**src/rtl/pipe_pkg.sv**
```systemverilog
`default_nettype none
// ============================================================================
//  Module      : pipe_pkg
//  Description : Shared pipeline definitions. This file holds the control-word
//                bit layout, the ALUOp encodings, the NOP control word and
//                the ID/EX stage state encoding.
//  Revision    : 1.0 - initial release
// ============================================================================
package pipe_pkg;

    // Control word layout, MSB first: RegWrite, MemRead, MemWrite, MemToReg,
    // ALUSrc, Branch, ALUOp[3:0]
    localparam int CTRL_W         = 10;
    localparam int CTRL_REGWRITE  = 9;
    localparam int CTRL_MEMREAD   = 8;
    localparam int CTRL_MEMWRITE  = 7;
    localparam int CTRL_MEMTOREG  = 6;
    localparam int CTRL_ALUSRC    = 5;
    localparam int CTRL_BRANCH    = 4;
    localparam int CTRL_ALUOP_MSB = 3;
    localparam int CTRL_ALUOP_LSB = 0;

    // ALUOp encodings
    localparam logic [3:0] ALUOP_ADD  = 4'h0;
    localparam logic [3:0] ALUOP_SUB  = 4'h1;
    localparam logic [3:0] ALUOP_AND  = 4'h2;
    localparam logic [3:0] ALUOP_OR   = 4'h3;
    localparam logic [3:0] ALUOP_XOR  = 4'h4;
    localparam logic [3:0] ALUOP_SLL  = 4'h5;
    localparam logic [3:0] ALUOP_SRL  = 4'h6;
    localparam logic [3:0] ALUOP_SRA  = 4'h7;
    localparam logic [3:0] ALUOP_SLT  = 4'h8;
    localparam logic [3:0] ALUOP_SLTU = 4'h9;
    localparam logic [3:0] ALUOP_PASB = 4'hA;

    // An all-zero control word is a NOP: no register write, no memory access
    localparam logic [CTRL_W-1:0] CTRL_NOP = '0;

    // ID/EX stage state
    typedef logic [0:0] state_t;
    localparam state_t RUN      = 1'b0;
    localparam state_t LU_STALL = 1'b1;

    // A slot that does not hold a real instruction must carry no side effects
    function automatic logic [CTRL_W-1:0] ctrl_gate(input logic valid,
                                                    input logic [CTRL_W-1:0] ctrl);
        return valid ? ctrl : CTRL_NOP;
    endfunction

endpackage
`default_nettype wire

```
**src/rtl/hazard_detect.sv**
```systemverilog
`default_nettype none
// ============================================================================
//  Module      : hazard_detect
//  Description : Combinational load-use hazard detector. It flags a
//                decode-slot instruction that reads the destination of a load
//                currently in EX. Register x0 never matches.
//  Revision    : 1.0 - initial release
// ============================================================================
module hazard_detect #(
    parameter int REG_AW = 5
) (
    input  logic              i_valid_d,
    input  logic              i_valid_e,
    input  logic              i_memread_e,
    input  logic [REG_AW-1:0] i_rd_e,
    input  logic [REG_AW-1:0] i_rs1_d,
    input  logic [REG_AW-1:0] i_rs2_d,
    input  logic              i_use_rs1_d,
    input  logic              i_use_rs2_d,
    output logic              o_hz
);

    logic w_rd_nonzero;
    logic w_rs1_match;
    logic w_rs2_match;

    assign w_rd_nonzero = (i_rd_e != '0);
    assign w_rs1_match  = i_use_rs1_d && (i_rd_e == i_rs1_d);
    assign w_rs2_match  = i_use_rs2_d && (i_rd_e == i_rs2_d);

    assign o_hz = i_valid_d && i_valid_e && i_memread_e && w_rd_nonzero &&
                  (w_rs1_match || w_rs2_match);

endmodule
`default_nettype wire

```
**src/rtl/id_ex_stage.sv**
```systemverilog
`default_nettype none
// ============================================================================
//  Module      : id_ex_stage
//  Description : Decode-to-execute pipeline register with load-use hazard
//                detection. On a hazard it freezes PC and IF/ID and inserts a
//                bubble. It supports Flush (branch redirect) and Hold_e
//                (multi-cycle EX busy).
//  Options     : WB_BYPASS_EN - when defined, a same-cycle writeback to a
//                source register replaces the register file read data.
//  Revision    : 1.0 - initial release
// ============================================================================
module id_ex_stage #(
    parameter int XLEN   = 32,
    parameter int REG_AW = 5,
    parameter int CTRL_W = 10
) (
    input  logic              clk,
    input  logic              reset,
    input  logic              Valid_d,
    input  logic [REG_AW-1:0] Rs1_d,
    input  logic [REG_AW-1:0] Rs2_d,
    input  logic [REG_AW-1:0] Rd_d,
    input  logic              Use_rs1_d,
    input  logic              Use_rs2_d,
    input  logic [XLEN-1:0]   Read_data1,
    input  logic [XLEN-1:0]   Read_data2,
    input  logic [XLEN-1:0]   Imm_d,
    input  logic [XLEN-1:0]   PC_d,
    input  logic [CTRL_W-1:0] Ctrl_d,
    input  logic              Flush,
    input  logic              Hold_e,
    input  logic              WB_RegWrite,
    input  logic [REG_AW-1:0] WB_Rd,
    input  logic [XLEN-1:0]   WB_data,
    output logic              Valid_e,
    output logic [REG_AW-1:0] Rs1_e,
    output logic [REG_AW-1:0] Rs2_e,
    output logic [REG_AW-1:0] Rd_e,
    output logic [XLEN-1:0]   Op1_e,
    output logic [XLEN-1:0]   Op2_e,
    output logic [XLEN-1:0]   Imm_e,
    output logic [XLEN-1:0]   PC_e,
    output logic [CTRL_W-1:0] Ctrl_e,
    output logic              Stall_d
);

    import pipe_pkg::*;

    logic              r_valid;
    logic [REG_AW-1:0] r_rs1;
    logic [REG_AW-1:0] r_rs2;
    logic [REG_AW-1:0] r_rd;
    logic [XLEN-1:0]   r_op1;
    logic [XLEN-1:0]   r_op2;
    logic [XLEN-1:0]   r_imm;
    logic [XLEN-1:0]   r_pc;
    logic [CTRL_W-1:0] r_ctrl;
    state_t            r_state;

    logic              w_hz;
    logic [XLEN-1:0]   w_op1;
    logic [XLEN-1:0]   w_op2;

    // Load-use detection between the EX-side load and the decode-slot sources
    hazard_detect #(
        .REG_AW (REG_AW)
    ) u_hazard_detect (
        .i_valid_d   (Valid_d),
        .i_valid_e   (r_valid),
        .i_memread_e (r_ctrl[CTRL_MEMREAD]),
        .i_rd_e      (r_rd),
        .i_rs1_d     (Rs1_d),
        .i_rs2_d     (Rs2_d),
        .i_use_rs1_d (Use_rs1_d),
        .i_use_rs2_d (Use_rs2_d),
        .o_hz        (w_hz)
    );

`ifdef WB_BYPASS_EN
    logic w_byp1;
    logic w_byp2;

    // A writeback landing in the same cycle is not yet visible in the read data
    assign w_byp1 = WB_RegWrite && (WB_Rd != '0) && (WB_Rd == Rs1_d);
    assign w_byp2 = WB_RegWrite && (WB_Rd != '0) && (WB_Rd == Rs2_d);
    assign w_op1  = w_byp1 ? WB_data : Read_data1;
    assign w_op2  = w_byp2 ? WB_data : Read_data2;
`else
    logic w_unused_wb;

    // The writeback port stays present so both builds share one interface
    assign w_unused_wb = ^{WB_RegWrite, WB_Rd, WB_data};
    assign w_op1       = Read_data1;
    assign w_op2       = Read_data2;
`endif

    // A Flush kills the decode slot, so a hazard against it must not freeze fetch
    assign Stall_d = Hold_e || (w_hz && !Flush);

    // Pipeline register update in priority order: reset, flush, hold, bubble, capture
    always_ff @(posedge clk) begin
        if (reset) begin
            r_valid <= 1'b0;
            r_rs1   <= '0;
            r_rs2   <= '0;
            r_rd    <= '0;
            r_op1   <= '0;
            r_op2   <= '0;
            r_imm   <= '0;
            r_pc    <= '0;
            r_ctrl  <= CTRL_NOP;
            r_state <= RUN;
        end else if (Flush) begin
            r_valid <= 1'b0;
            r_rs1   <= '0;
            r_rs2   <= '0;
            r_rd    <= '0;
            r_op1   <= '0;
            r_op2   <= '0;
            r_imm   <= '0;
            r_pc    <= '0;
            r_ctrl  <= CTRL_NOP;
            r_state <= RUN;
        end else if (Hold_e) begin
            r_valid <= r_valid;
            r_rs1   <= r_rs1;
            r_rs2   <= r_rs2;
            r_rd    <= r_rd;
            r_op1   <= r_op1;
            r_op2   <= r_op2;
            r_imm   <= r_imm;
            r_pc    <= r_pc;
            r_ctrl  <= r_ctrl;
            r_state <= r_state;
        end else if (w_hz) begin
            r_valid <= 1'b0;
            r_rs1   <= '0;
            r_rs2   <= '0;
            r_rd    <= '0;
            r_op1   <= '0;
            r_op2   <= '0;
            r_imm   <= '0;
            r_pc    <= '0;
            r_ctrl  <= CTRL_NOP;
            r_state <= LU_STALL;
        end else begin
            r_valid <= Valid_d;
            r_rs1   <= Rs1_d;
            r_rs2   <= Rs2_d;
            r_rd    <= Rd_d;
            r_op1   <= w_op1;
            r_op2   <= w_op2;
            r_imm   <= Imm_d;
            r_pc    <= PC_d;
            r_ctrl  <= ctrl_gate(Valid_d, Ctrl_d);
            r_state <= RUN;
        end
    end

    assign Valid_e = r_valid;
    assign Rs1_e   = r_rs1;
    assign Rs2_e   = r_rs2;
    assign Rd_e    = r_rd;
    assign Op1_e   = r_op1;
    assign Op2_e   = r_op2;
    assign Imm_e   = r_imm;
    assign PC_e    = r_pc;
    assign Ctrl_e  = r_ctrl;

endmodule
`default_nettype wire

```
**config.mk**
```make
export PLATFORM = sky130hd
export DESIGN_NAME = id_ex_stage
export DESIGN_NICKNAME = d
export VERILOG_FILES = /design/src/rtl/pipe_pkg.sv /design/src/rtl/hazard_detect.sv /design/src/rtl/id_ex_stage.sv
export SDC_FILE = /design/constraint.sdc
export NUM_CORES = 1
export LEC_CHECK = 0
export ABC_AREA = 1
export CAP_MARGIN = 40
export CELL_PAD_IN_SITES_DETAIL_PLACEMENT = 0
export CELL_PAD_IN_SITES_GLOBAL_PLACEMENT = 1
export CORE_ASPECT_RATIO = 1.25
export CORE_MARGIN = 8
export CORE_UTILIZATION = 25
export CTS_CLUSTER_DIAMETER = 50
export DETAILED_ROUTE_END_ITERATION = 7
export GPL_TIMING_DRIVEN = 0
export PLACE_DENSITY_LB_ADDON = 0.1
export SLEW_MARGIN = 5
export SYNTH_ARGS = -nofsm -noshare
export SYNTH_HDL_FRONTEND = slang
export SYNTH_SLANG_ARGS = --single-unit
```
**constraint.sdc**
```tcl
create_clock -name clk -period 1.9 [get_ports clk]
set_input_delay 0.285 -clock clk [delete_from_list [all_inputs] [get_ports clk]]
set_output_delay 0.285 -clock clk [all_outputs]
set_load 0.05 [all_outputs]
```
Word level (Yosys, flattened, before mapping):

Index checks and enable logic that the tools add are counted.

* logic and storage cells: 33
* flip-flop bits (word level): 154

* equality and inequality tests: 2
* reduce and logical (&&, ||, !) cells: 12
* mux-type cells: 10

Operators with widths (number)
* $mux W32: 4
* $mux W10: 2
* $mux W5: 3
* $eq A5 B5 Y1: 2
* $logic_and A1 B1 Y1: 7
* $reduce_bool A5 Y1: 1
* $logic_or A1 B1 Y1: 2
* $reduce_or A2 Y1: 1
* $logic_not A1 Y1: 1
* $mux W1: 1

Longest topological paths before layout:

Gate-level depths: netlist (run 1).

* word-level depth: 6
* gate-level depth with buffers: 11
* mapped depth without buffers: 9

Hierarchy:

A second synthesis (run 1) with hierarchy kept.

* cells, all modules: 728
* area total of the unflattened synthesis: 5789.3 µm²

By module, submodules not included
* id_ex_stage: times used 1, seq. area each 3083.0 µm², area an instance 5559.1 µm², cells each 672
* hazard_detect: times used 1, seq. area each 0.0 µm², area an instance 230.2 µm², cells each 56

Least setup slack after synthesis (run 1):

Ideal clock, no wire load.

* path type: register -> output
* start: reg r_rd[2], in the netlist Rd_e[2]
* end: out Stall_d
* path slack: -0.595 ns
* data required time: 1.615 ns
* cell stages (with the launch flop): 11
* data arrival time: 2.210 ns
* cells stage by stage: dfxtp_1 > inv_1 > nand2_1 > nand2_1 > nor2_1 > nand3_1 > nand2_1 > nand2_2 > buf_6 > buf_6 > o21ai_1

* longest elaborated chain between the ends: 6

RTL lines
* start: declaration: RTL line id_ex_stage.sv:52 `logic [REG_AW-1:0] r_rd;`
* start signal: assignment: RTL line id_ex_stage.sv:128 `r_rd <= r_rd;`
* start signal: assignment: RTL line id_ex_stage.sv:150 `r_rd <= Rd_d;`
* $eq A5 B5 Y1 (on tied branches): RTL line hazard_detect.sv:28, hazard_detect.sv:29
* $logic_and A1 B1 Y1 (on tied branches): RTL line hazard_detect.sv:28, hazard_detect.sv:29
* $logic_or A1 B1 Y1: RTL line hazard_detect.sv:32 `(w_rs1_match || w_rs2_match);`
* $logic_and A1 B1 Y1 *: RTL line hazard_detect.sv:31 `assign o_hz = i_valid_d && i_valid_e && i_memread_e && w_rd_nonzero &&`
* $logic_and A1 B1 Y1 *: RTL line id_ex_stage.sv:98 `assign Stall_d = Hold_e || (w_hz && !Flush);`
* $logic_or A1 B1 Y1 *: RTL line id_ex_stage.sv:98
* end: declaration: RTL line id_ex_stage.sv:44 `output logic Stall_d`

Every way passes the cells marked *; elsewhere a longest branch is shown, timed or not.

Worst setup path after layout (run 1):

* start: reg r_rd[0], in the netlist Rd_e[0]
* end: out Stall_d

The elaborated chain is that of the path after synthesis.

==> run metrics, run 1 <==
Req. time, crit path 1.62 ns; area of the multi-input gates roughly 0.0024 mm^2; Reg clk slew, reported paths ~0.060 ns; Leakage approximately 5.5 nW; top cells by area, synth dfxtp_1, a21oi_1, o21ai_0, nand2_1, clkbuf_1; CP Max Fanout 6; hold depth 3; post-synthesis net count approximately 940; RSZ-0062 raised after global routing yes; pwr dens around 840 mW/mm^2; Die W 152 um; final std cells w/o fill about 1400; vias in the first global route 6429; FF+latch area around 0.0031 mm^2; first-pass iteration count of the detailed router 4; CTS tree built; Rows 62; DP Worst Slack -1.23 ns; reg2reg end Rs2_e[3]$_SDFFE_PP0N_; layout cells sized above 1 0.0658; initial core utilization 0.254; Synth cell types 17; post-route ant nets 0; CP startpoint kind flop; I/O pin total between 300 and 400; antenna violations before repair 0; clk_skew 0.0136 ns; Nets around 1300; commonest non-fill, non-tap cells in the layout clkdlybuf4s50_1, nand2_1, o21ai_0, a21oi_1, dfxtp_1; max cap viols 0; DRC violations left 0; Fin. Hold Viols 0; worst-margin pin slew 0.593 ns; clock buffer depth 2; syn avg cell area about 7.8 um^2; Worst-Skew Late Latency around 0.42 ns; final worst setup slack -0.133 ns; IO buf count about 310; min-delay src Rs2_d[2]; WHS Endpoint Rs2_e[2]$_SDFFE_PP0N_; final period utilization 1.07; largest net degree at the start of global routing 20; CTS Hold Bufs 0; Rel. slew slack 0.604; CP endpoint kind output pin; worst r2r src Rd_e[4]$_SDFFE_PP0N_; yosys warns 0; GP Congestion ~0.74; failing checks setup timing; total wire length roughly 24 mm; Vias/cell ~4.6; fin. max-slew vios 0; placed cell count about 1300; leading cell type in the layout, fill and taps excluded clkdlybuf4s50_1; status finished with violations; Die ar. between 0.02 and 0.03 mm^2; CTS root buffer clkbuf_16; Synth Register Bits ~150; fmax a little under 0.5 GHz; minimum clock period roughly 2.0 ns; Hold/Removal Path Class input port to flop; Max IR drop VDD around 0.00057 V; kind of critical path flop to output pin; Diodes inserted 0; TritonCTS buffer count 17; DIE HEIGHT about 190 um; DP HPWL approximately 18 mm; critical path arrival around 1.8 ns; H-tree depth 4; GRT Resource Usage Total 0.169; r2r setup slk around 0.12 ns; via count of the routed design 6292; core area between 0.02 and 0.025 mm^2; # clock sinks between 150 and 200; per-cell routed wire length 17.7 um; Synth area leader dfxtp_1; initial drt markers 309; share of the synthesized area in the top cell type 0.531; first-pass GRT wire length approximately 38 mm; mapped cell area slightly below 0.006 mm^2; cells on worst reg2reg path 12; final setup vio count 1; Synth Instances ~740; Syn-to-layout area delta 75.8%; GRT overflow 0; sequential share of the synthesized area 0.531; worst setup path start Rd_e[0]$_SDFFE_PP0N_; # fillers approximately 2400
==> synthesized netlist by cell type <==
cell type  count
nand2_2        1
buf_6          7
o21a_1        10
nand2_1      173
inv_1         11
clkbuf_1      49
buf_4          1
nand3_1        2
dfxtp_1      154
nor2_2         1
o21ai_1        1
a21oi_1      154
buf_2         11
nor2_1         9
nand4_1        2
o21ai_0      154
inv_2          4
==> state kept, by name (all words and copies together) (netlist names), 5 cells and up <==
| register | cells |
|---|---|
| Rs2_e | 5 |
| PC_e | 32 |
| Ctrl_e | 10 |
| Imm_e | 32 |
| Op2_e | 32 |
| Op1_e | 32 |
| Rs1_e | 5 |
| Rd_e | 5 |
==> power breakdown <==
group	total (mW)	switching, mW	internal [mW]	leakage, nW
Clock	3.58	1.46	2.12	0.280
Combinational	1.54	0.913	0.625	3.99
Sequential	3.43	0.0646	3.36	1.26
Total	8.55	2.44	6.11	5.53
==> layer usage <==
| metal | track usage | share of wire |
|---|---|---|
| met5 | 0 | 0 |
| met4 | 0.0381 | 0.0080 |
| met3 | 0.0742 | 0.095 |
| met2 | 0.284 | 0.48 |
| met1 | 0.194 | 0.42 |
==> worst max-delay path, stage by stage (launching register included) <==
cell and delay [ns]:
dfxtp_4 0.38, inv_2 0.04, nand2_1 0.05, nand2_1 0.05
nor2_1 0.09, nand3_1 0.10, nand2_2 0.14, nand2_8 0.07
buf_8 0.13, o21ai_4 0.12, buf_8 0.16
==> worst max path at each step <==
stage,to,slack [ns]
after global routing,Stall_d,-0.27
after detailed placement,Stall_d,-1.23
final,Stall_d,-0.13
after floorplan,Stall_d,0.002
after CTS,Stall_d,-0.19
after global placement,Stall_d,-1.22
==> what timing repair did <==
item,4_1_cts,5_1_grt
endpoints found under the hold margin,0,0
endpoints found under the setup margin,140,216
pin swaps,5,4
setup buffers,3,3
gates resized for setup,52,92
cloned,0,0
==> per-stage QoR <==
stage	hold slack, ns	power [mW]	cell area, um^2	util	setup TNS (ns)
detailed placement	0.521	5.07	9330	0.407	-81.23
global route	0.195	8.93	10200	0.446	-1.48
global placement	0.507	5.08	9330	0.407	-80.62
finish	0.200	8.55	10200	0.446	-0.133
floorplan	0.419	4.31	5820	-	0
CTS	0.389	8.68	9960	0.435	-0.192
==> final cells by class <==
type,count,area share
Clock buffer,20,0.0438
Tap cell,288,0.0353
Inverter,15,0.00576
Clock inverter,12,0.0159
Buffer,66,0.0336
Multi-Input combinational cell,507,0.233
Timing Repair Buffer,320,0.329
Sequential cell,154,0.304
==> logic make-up (layout without fill, tap and decap cells) <==
family                 after synthesis  in the layout  synth area share
flip-flops                         154            154             0.531
AND/OR/NAND/NOR                    188            188             0.124
buffers and inverters               83            433            0.0657
AO/OA/AOI/OAI                      319            319             0.279
No activity file was read; power rests on OpenSTA's default activity.
==> inputs of run 2 (changes only) <==
--- a/config.mk
+++ b/config.mk
@@ -10,7 +10,6 @@
 export CELL_PAD_IN_SITES_DETAIL_PLACEMENT = 0
 export CELL_PAD_IN_SITES_GLOBAL_PLACEMENT = 1
 export CORE_ASPECT_RATIO = 1.25
-export CORE_MARGIN = 8
 export CORE_UTILIZATION = 25
 export CTS_CLUSTER_DIAMETER = 50
 export DETAILED_ROUTE_END_ITERATION = 7
==> run 2 against run 1 <==
Against the previous run: the flow finishes with violations (DRC, setup timing); final cell count fell by 0.43%; flip-flop and latch count did not move; cell area fell by 0.33%; clock-buffer cell count rose by 1; hold slack got worse by 0.015 ns; register-to-register slack barely moved; non-clock buffer count fell by 2; worst setup slack improved by 0.10 ns; core utilization rose by 0.58 points; power fell by 0.19%; sequential power barely moved; combinational power barely moved; critical path type unchanged.
==> run metrics, run 2 (synthesis results as in run 1) <==
initial core utilization 0.258 (+0.00416); final worst setup slack -0.0297 ns (+0.104 ns); GP Congestion 0.743 (+1.0%); worst path bufs/invs 2 (-1); fmax 0.518 GHz (+5.4%); leading cell type in the layout, fill and taps excluded clkdlybuf4s50_1; CP top delay family simple AND/OR/NAND/NOR gates; Hold/Removal Path Class input port to flop; post-route ant nets 0 (unchanged); CP endpoint kind output pin; final period utilization 1.02 (-0.0546); critical path arrival 1.64 ns (-0.11 ns); core area 0.0225 mm^2 (-1.6%); Req. time, crit path 1.62 ns (about the same); CTS Hold Bufs 0 (unchanged); TritonCTS buffer count 17 (unchanged); final std cells w/o fill 1376 (-0.43%); I/O pin total 353 (unchanged); IO buf count 314 (unchanged); max cap viols 0 (unchanged); H-tree depth 4 (unchanged); clock buffer depth 2 (unchanged); Worst-Skew Late Latency 0.43 ns (about the same); Rows 61 (-1.6%); initial drt markers 287 (-7.1%); CP startpoint kind flop; critical path's slowest cell dfxtp_4; worst-margin pin slew 0.579 ns (-0.0144 ns); most used cell, CP nand2_1; layout cells sized above 1 0.0714 (+0.00555); RSZ-0062 raised after global routing yes; antenna violations before repair 0 (unchanged); pwr dens 839 mW/mm^2 (+0.15%); DP HPWL 16.5 mm (-9.8%); kind of critical path flop to output pin; Nets 1278 (-0.078%); DIE HEIGHT 172 um (-7.5%); placed cell count 1341 (-0.37%); setup_tns -0.0297 ns (+0.104 ns); Max stage delay on crit path 0.37 ns (about the same); Rel. slew slack 0.613 (+0.00960); Die ar. 0.0238 mm^2 (-16%); final hold slack 0.185 ns (-0.0150 ns); CP Max Fanout 5 (-1); vias in the first global route 6274 (-2.4%); per-cell routed wire length 16.4 um (-7.0%); Reg clk slew, reported paths 0.07 ns (about the same); Die W 138 um (-9.2%); minimum clock period 1.93 ns (-0.104 ns); # clock sinks 154 (unchanged); clk_skew 0.0140 ns (+0.000382 ns); Fin. Hold Viols 0 (unchanged); failing checks DRC, setup timing; Vias/cell 4.55 (-0.12%); via count of the routed design 6257 (-0.56%); fin area 0.0102 mm^2 (-0.33%); first-pass GRT wire length 35.0 mm (-8.5%); CTS root buffer clkbuf_16; fin. max-slew vios 0 (unchanged); GRT Resource Usage Total 0.190 (+0.0209); DRC violations left 46 (+46); Leakage 5.20 nW (-6.0%); GRT overflow 0 (unchanged); post-layout util 0.452 (+0.00581); commonest non-fill, non-tap cells in the layout clkdlybuf4s50_1, nand2_1, o21ai_0, a21oi_1, dfxtp_1; total wire length 22.6 mm (-7.4%); Diodes inserted 0 (unchanged); Post-DP Area 0.00932 mm^2 (about the same); CP Cell Sequence inv_4 > nand2_1 > nand2_1 > nor2_1 > nand3_2 > nand2_4 > nand2_8 > o21ai_4 > buf_6; CTS tree built; largest net degree at the start of global routing 20 (unchanged); final setup vio count 1 (unchanged); status finished with violations; Syn-to-layout area delta 75.2%; first-pass iteration count of the detailed router 7 (+3); Max IR drop VDD 0.000624 V (+9.8%)
run 2: changes by cell type in the layout (fill, tap and decap cells not counted), moves of 2 or more:
cell             delta
dlymetal6s2s_1     -17
clkbuf_8            +3
nand2_4             +2
clkbuf_4            -4
buf_8               -2
buf_4               +5
clkbuf_1            -5
clkinv_4            +2
clkdlybuf4s50_1    +31
dlygate4sd2_1      -14
run 2: power breakdown:
| part | switching (mW) | leakage [nW] | internal (mW) | total [mW] |
|---|---|---|---|---|
| sequential | 0.0677 | 1.26 | 3.36 | 3.43 |
| clock | 1.46 | 0.289 | 2.09 | 3.56 |
| combinational | 0.909 | 3.64 | 0.635 | 1.54 |
| total | 2.44 | 5.20 | 6.09 | 8.53 |
run 2: routing by layer:
layer / GRT usage / up-vias / wire length [um]
li1: - / 3183 / -
met1: 0.222 / 2850 / 9520
met2: 0.325 / 208 / 10900
met3: 0.0626 / 16 / 1940
met4: 0.0684 / 0 / 285
met5: 0 / - / 0
run 2: metrics by stage:
stage / total power [mW] / worst slack [ns]
finish: 8.53 / -0.0297
global route: 8.89 / -0.123
CTS: 8.67 / -0.0889
detailed placement: 5.06 / -1.24
global placement: 5.07 / -1.23
floorplan: 4.31 / 0.00209
run 2: worst paths after layout:
kind,from,endpoint,slack [ns],depth (start not counted)
hold reg to reg,Ctrl_e[2]$_SDFFE_PP0N_,Ctrl_e[2]$_SDFFE_PP0N_,0.52,2
setup reg to reg,Rd_e[3]$_SDFFE_PP0N_,Imm_e[1]$_SDFFE_PP0N_,0.13,11
setup / recovery,Rd_e[4]$_SDFFE_PP0N_,Stall_d,-0.03,9
hold / removal,Rs2_d[2],Rs2_e[2]$_SDFFE_PP0N_,0.18,3
run 2: cell type report:
cell class	count	area (um^2)
Clock buffer	21	480
Fill cell	2271	12300
Sequential cell	154	3100
Buffer	64	319
Multi-Input combinational cell	508	2400
Clock inverter	11	134
Inverter	15	58.8
Tap cell	283	354
Timing Repair Buffer	320	3330
run 2: repair_timing:
item | CTS | global route
pin swaps | 4 | 2
resized for setup | 39 | 77
setup buffers | 5 | 2
gates cloned | 1 | 0
endpoints found under the setup margin | 126 | 213
run 2: worst register-to-register path: stages, from the launching register on:
cell,delay [ns]
dfxtp_2,0.34
inv_2,0.09
nand2_1,0.06
nand2_1,0.06
nor2_1,0.04
nand3_1,0.12
nand2_4,0.08
nand2_8,0.09
buf_4,0.33
buf_2,0.29
nand2_1,0.08
a21oi_1,0.12
==> inputs of run 3 (changes only) <==
--- a/config.mk
+++ b/config.mk
@@ -19,3 +19,4 @@
 export SYNTH_ARGS = -nofsm -noshare
 export SYNTH_HDL_FRONTEND = slang
 export SYNTH_SLANG_ARGS = --single-unit
+export TNS_END_PERCENT = 30
==> run 3 against run 2 <==
Against the previous run: the flow still finishes with violations (DRC, setup timing); worst setup slack got worse by 0.0014 ns; cell area unchanged; final cell count unchanged; global-route usage unchanged; non-clock buffer count is the same; power hardly changed; critical endpoint unchanged.
==> run metrics, run 3 (synthesis results as in run 1) <==
DP HPWL 16.5 mm (unchanged); Max stage delay on crit path 0.37 ns (about the same); max cap viols 0 (unchanged); IO buf count 314 (unchanged); CTS root buffer clkbuf_16; post-route ant nets 0 (unchanged); CTS Hold Bufs 0 (unchanged); vias in the first global route 6274 (unchanged); # fillers 2271 (unchanged); Nets 1278 (unchanged); Fin. Hold Viols 0 (unchanged); Worst-Skew Late Latency 0.43 ns (about the same); Die ar. 0.0238 mm^2 (unchanged); TritonCTS buffer count 17 (unchanged); fin. max-slew vios 0 (unchanged); commonest non-fill, non-tap cells in the layout clkdlybuf4s50_1, nand2_1, o21ai_0, a21oi_1, dfxtp_1; final worst setup slack -0.0312 ns (-0.00142 ns); GRT Resource Usage Total 0.190 (unchanged); Rows 61 (unchanged); fmax 0.518 GHz (about the same); DIE HEIGHT 172 um (unchanged); I/O pin total 353 (unchanged); leading cell type in the layout, fill and taps excluded clkdlybuf4s50_1; Diodes inserted 0 (unchanged); CP Max Fanout 5 (unchanged); gr busiest metal met2; Hold/Removal Path Class input port to flop; final hold slack 0.183 ns (-0.00158 ns); layout cells sized above 1 0.0714 (unchanged); RSZ-0062 raised after global routing yes; clock buffer depth 2 (unchanged); GP Congestion 0.743 (unchanged); initial drt markers 287 (unchanged); pwr dens 839 mW/mm^2 (about the same); CP endpoint kind output pin; first-pass GRT wire length 35.0 mm (unchanged); grt met3 use 0.0626 (unchanged); Die W 138 um (unchanged); Post-DP Area 0.00932 mm^2 (unchanged); CTS tree built; GRT overflow 0 (unchanged); minimum clock period 1.93 ns (+0.00142 ns); critical path arrival 1.65 ns (about the same); core area 0.0225 mm^2 (unchanged); CP startpoint kind flop; total wire length 22.6 mm (about the same); Pwr Total 8.54 mW (about the same); antenna violations before repair 0 (unchanged); Vias/cell 4.55 (about the same); post-layout util 0.452 (unchanged); status finished with violations; first-pass iteration count of the detailed router 7 (unchanged); Syn-to-layout area delta 75.2% (unchanged); largest net degree at the start of global routing 20 (unchanged); CP Cell Sequence inv_4 > nand2_1 > nand2_1 > nor2_1 > nand3_2 > nand2_4 > nand2_8 > o21ai_4 > buf_6; failing checks DRC, setup timing; per-cell routed wire length 16.4 um (about the same); Reg clk slew, reported paths 0.07 ns (about the same); via count of the routed design 6255 (-0.032%); setup_tns -0.0312 ns (-0.00142 ns); critical path's slowest cell dfxtp_4; Leakage 5.20 nW (about the same); Rel. slew slack 0.613 (unchanged); met1 Use GR 0.222 (unchanged); Max IR drop VDD 0.000624 V (unchanged); DP Worst Slack -1.24 ns (unchanged); final setup vio count 1 (unchanged); # clock sinks 154 (unchanged); placed cell count 1341 (unchanged); fin area 0.0102 mm^2 (unchanged); final period utilization 1.02 (about the same); most used cell, CP nand2_1; met2 Use GR 0.325 (unchanged); clk_skew 0.0140 ns (unchanged); DRC violations left 46 (unchanged); Req. time, crit path 1.62 ns (about the same); worst-margin pin slew 0.579 ns (unchanged); H-tree depth 4 (unchanged); kind of critical path flop to output pin; final std cells w/o fill 1376 (unchanged); initial core utilization 0.258 (unchanged)
-- run 3: changes by cell type in the layout (fill, tap and decap cells not counted), sizes merged --
| cell | delta |
|---|---|
| buf | -1 |
| clkbuf | +1 |
-- run 3: report_power, final --
part	switching, mW	internal [mW]	total [mW]
clock	1.47	2.09	3.56
combinational	0.909	0.635	1.54
sequential	0.0677	3.36	3.43
-- run 3: worst paths after layout --
check / depth (start not counted) / slack [ns] / start / endpoint
setup / recovery: 9 / -0.03 / Rd_e[4]$_SDFFE_PP0N_ / Stall_d
hold / removal: 3 / 0.18 / Rs2_d[2] / Rs2_e[2]$_SDFFE_PP0N_
setup reg to reg: 11 / 0.13 / Rd_e[3]$_SDFFE_PP0N_ / Imm_e[1]$_SDFFE_PP0N_
hold reg to reg: 2 / 0.52 / Ctrl_e[2]$_SDFFE_PP0N_ / Ctrl_e[2]$_SDFFE_PP0N_
-- run 3: layout make-up --
type / count / area, um^2 / share of cell area
Timing Repair Buffer: 320 / 3330 / 0.327
Sequential cell: 154 / 3100 / 0.305
Multi-Input combinational cell: 508 / 2400 / 0.236
Clock buffer: 21 / 480 / 0.0472
Tap cell: 283 / 354 / 0.0348
Buffer: 64 / 319 / 0.0314
Clock inverter: 11 / 134 / 0.0132
Inverter: 15 / 58.8 / 0.00578
-- run 3: what timing repair did --
action,4_1_cts,5_1_grt
gates resized for setup,38,78
setup endpoints to repair,126,213
buffers inserted,5,2
pin swaps,4,2
gates cloned,1,0
-- run 3: layer usage --
layer / share of wire / vias up
met1: 0.42 / 2850
met2: 0.48 / 208
li1: - / 3181
met3: 0.086 / 16
met4: 0.013 / 0
met5: 0 / -
-- run 3: critical path: cells and delay by family (launching register included) --
kind | cells | cell delay (ns)
AOI/OAI and AO/OA | 1 | 0.12
buffers and inverters | 2 | 0.21
and+or+nand+nor | 6 | 0.52
DFF | 1 | 0.37
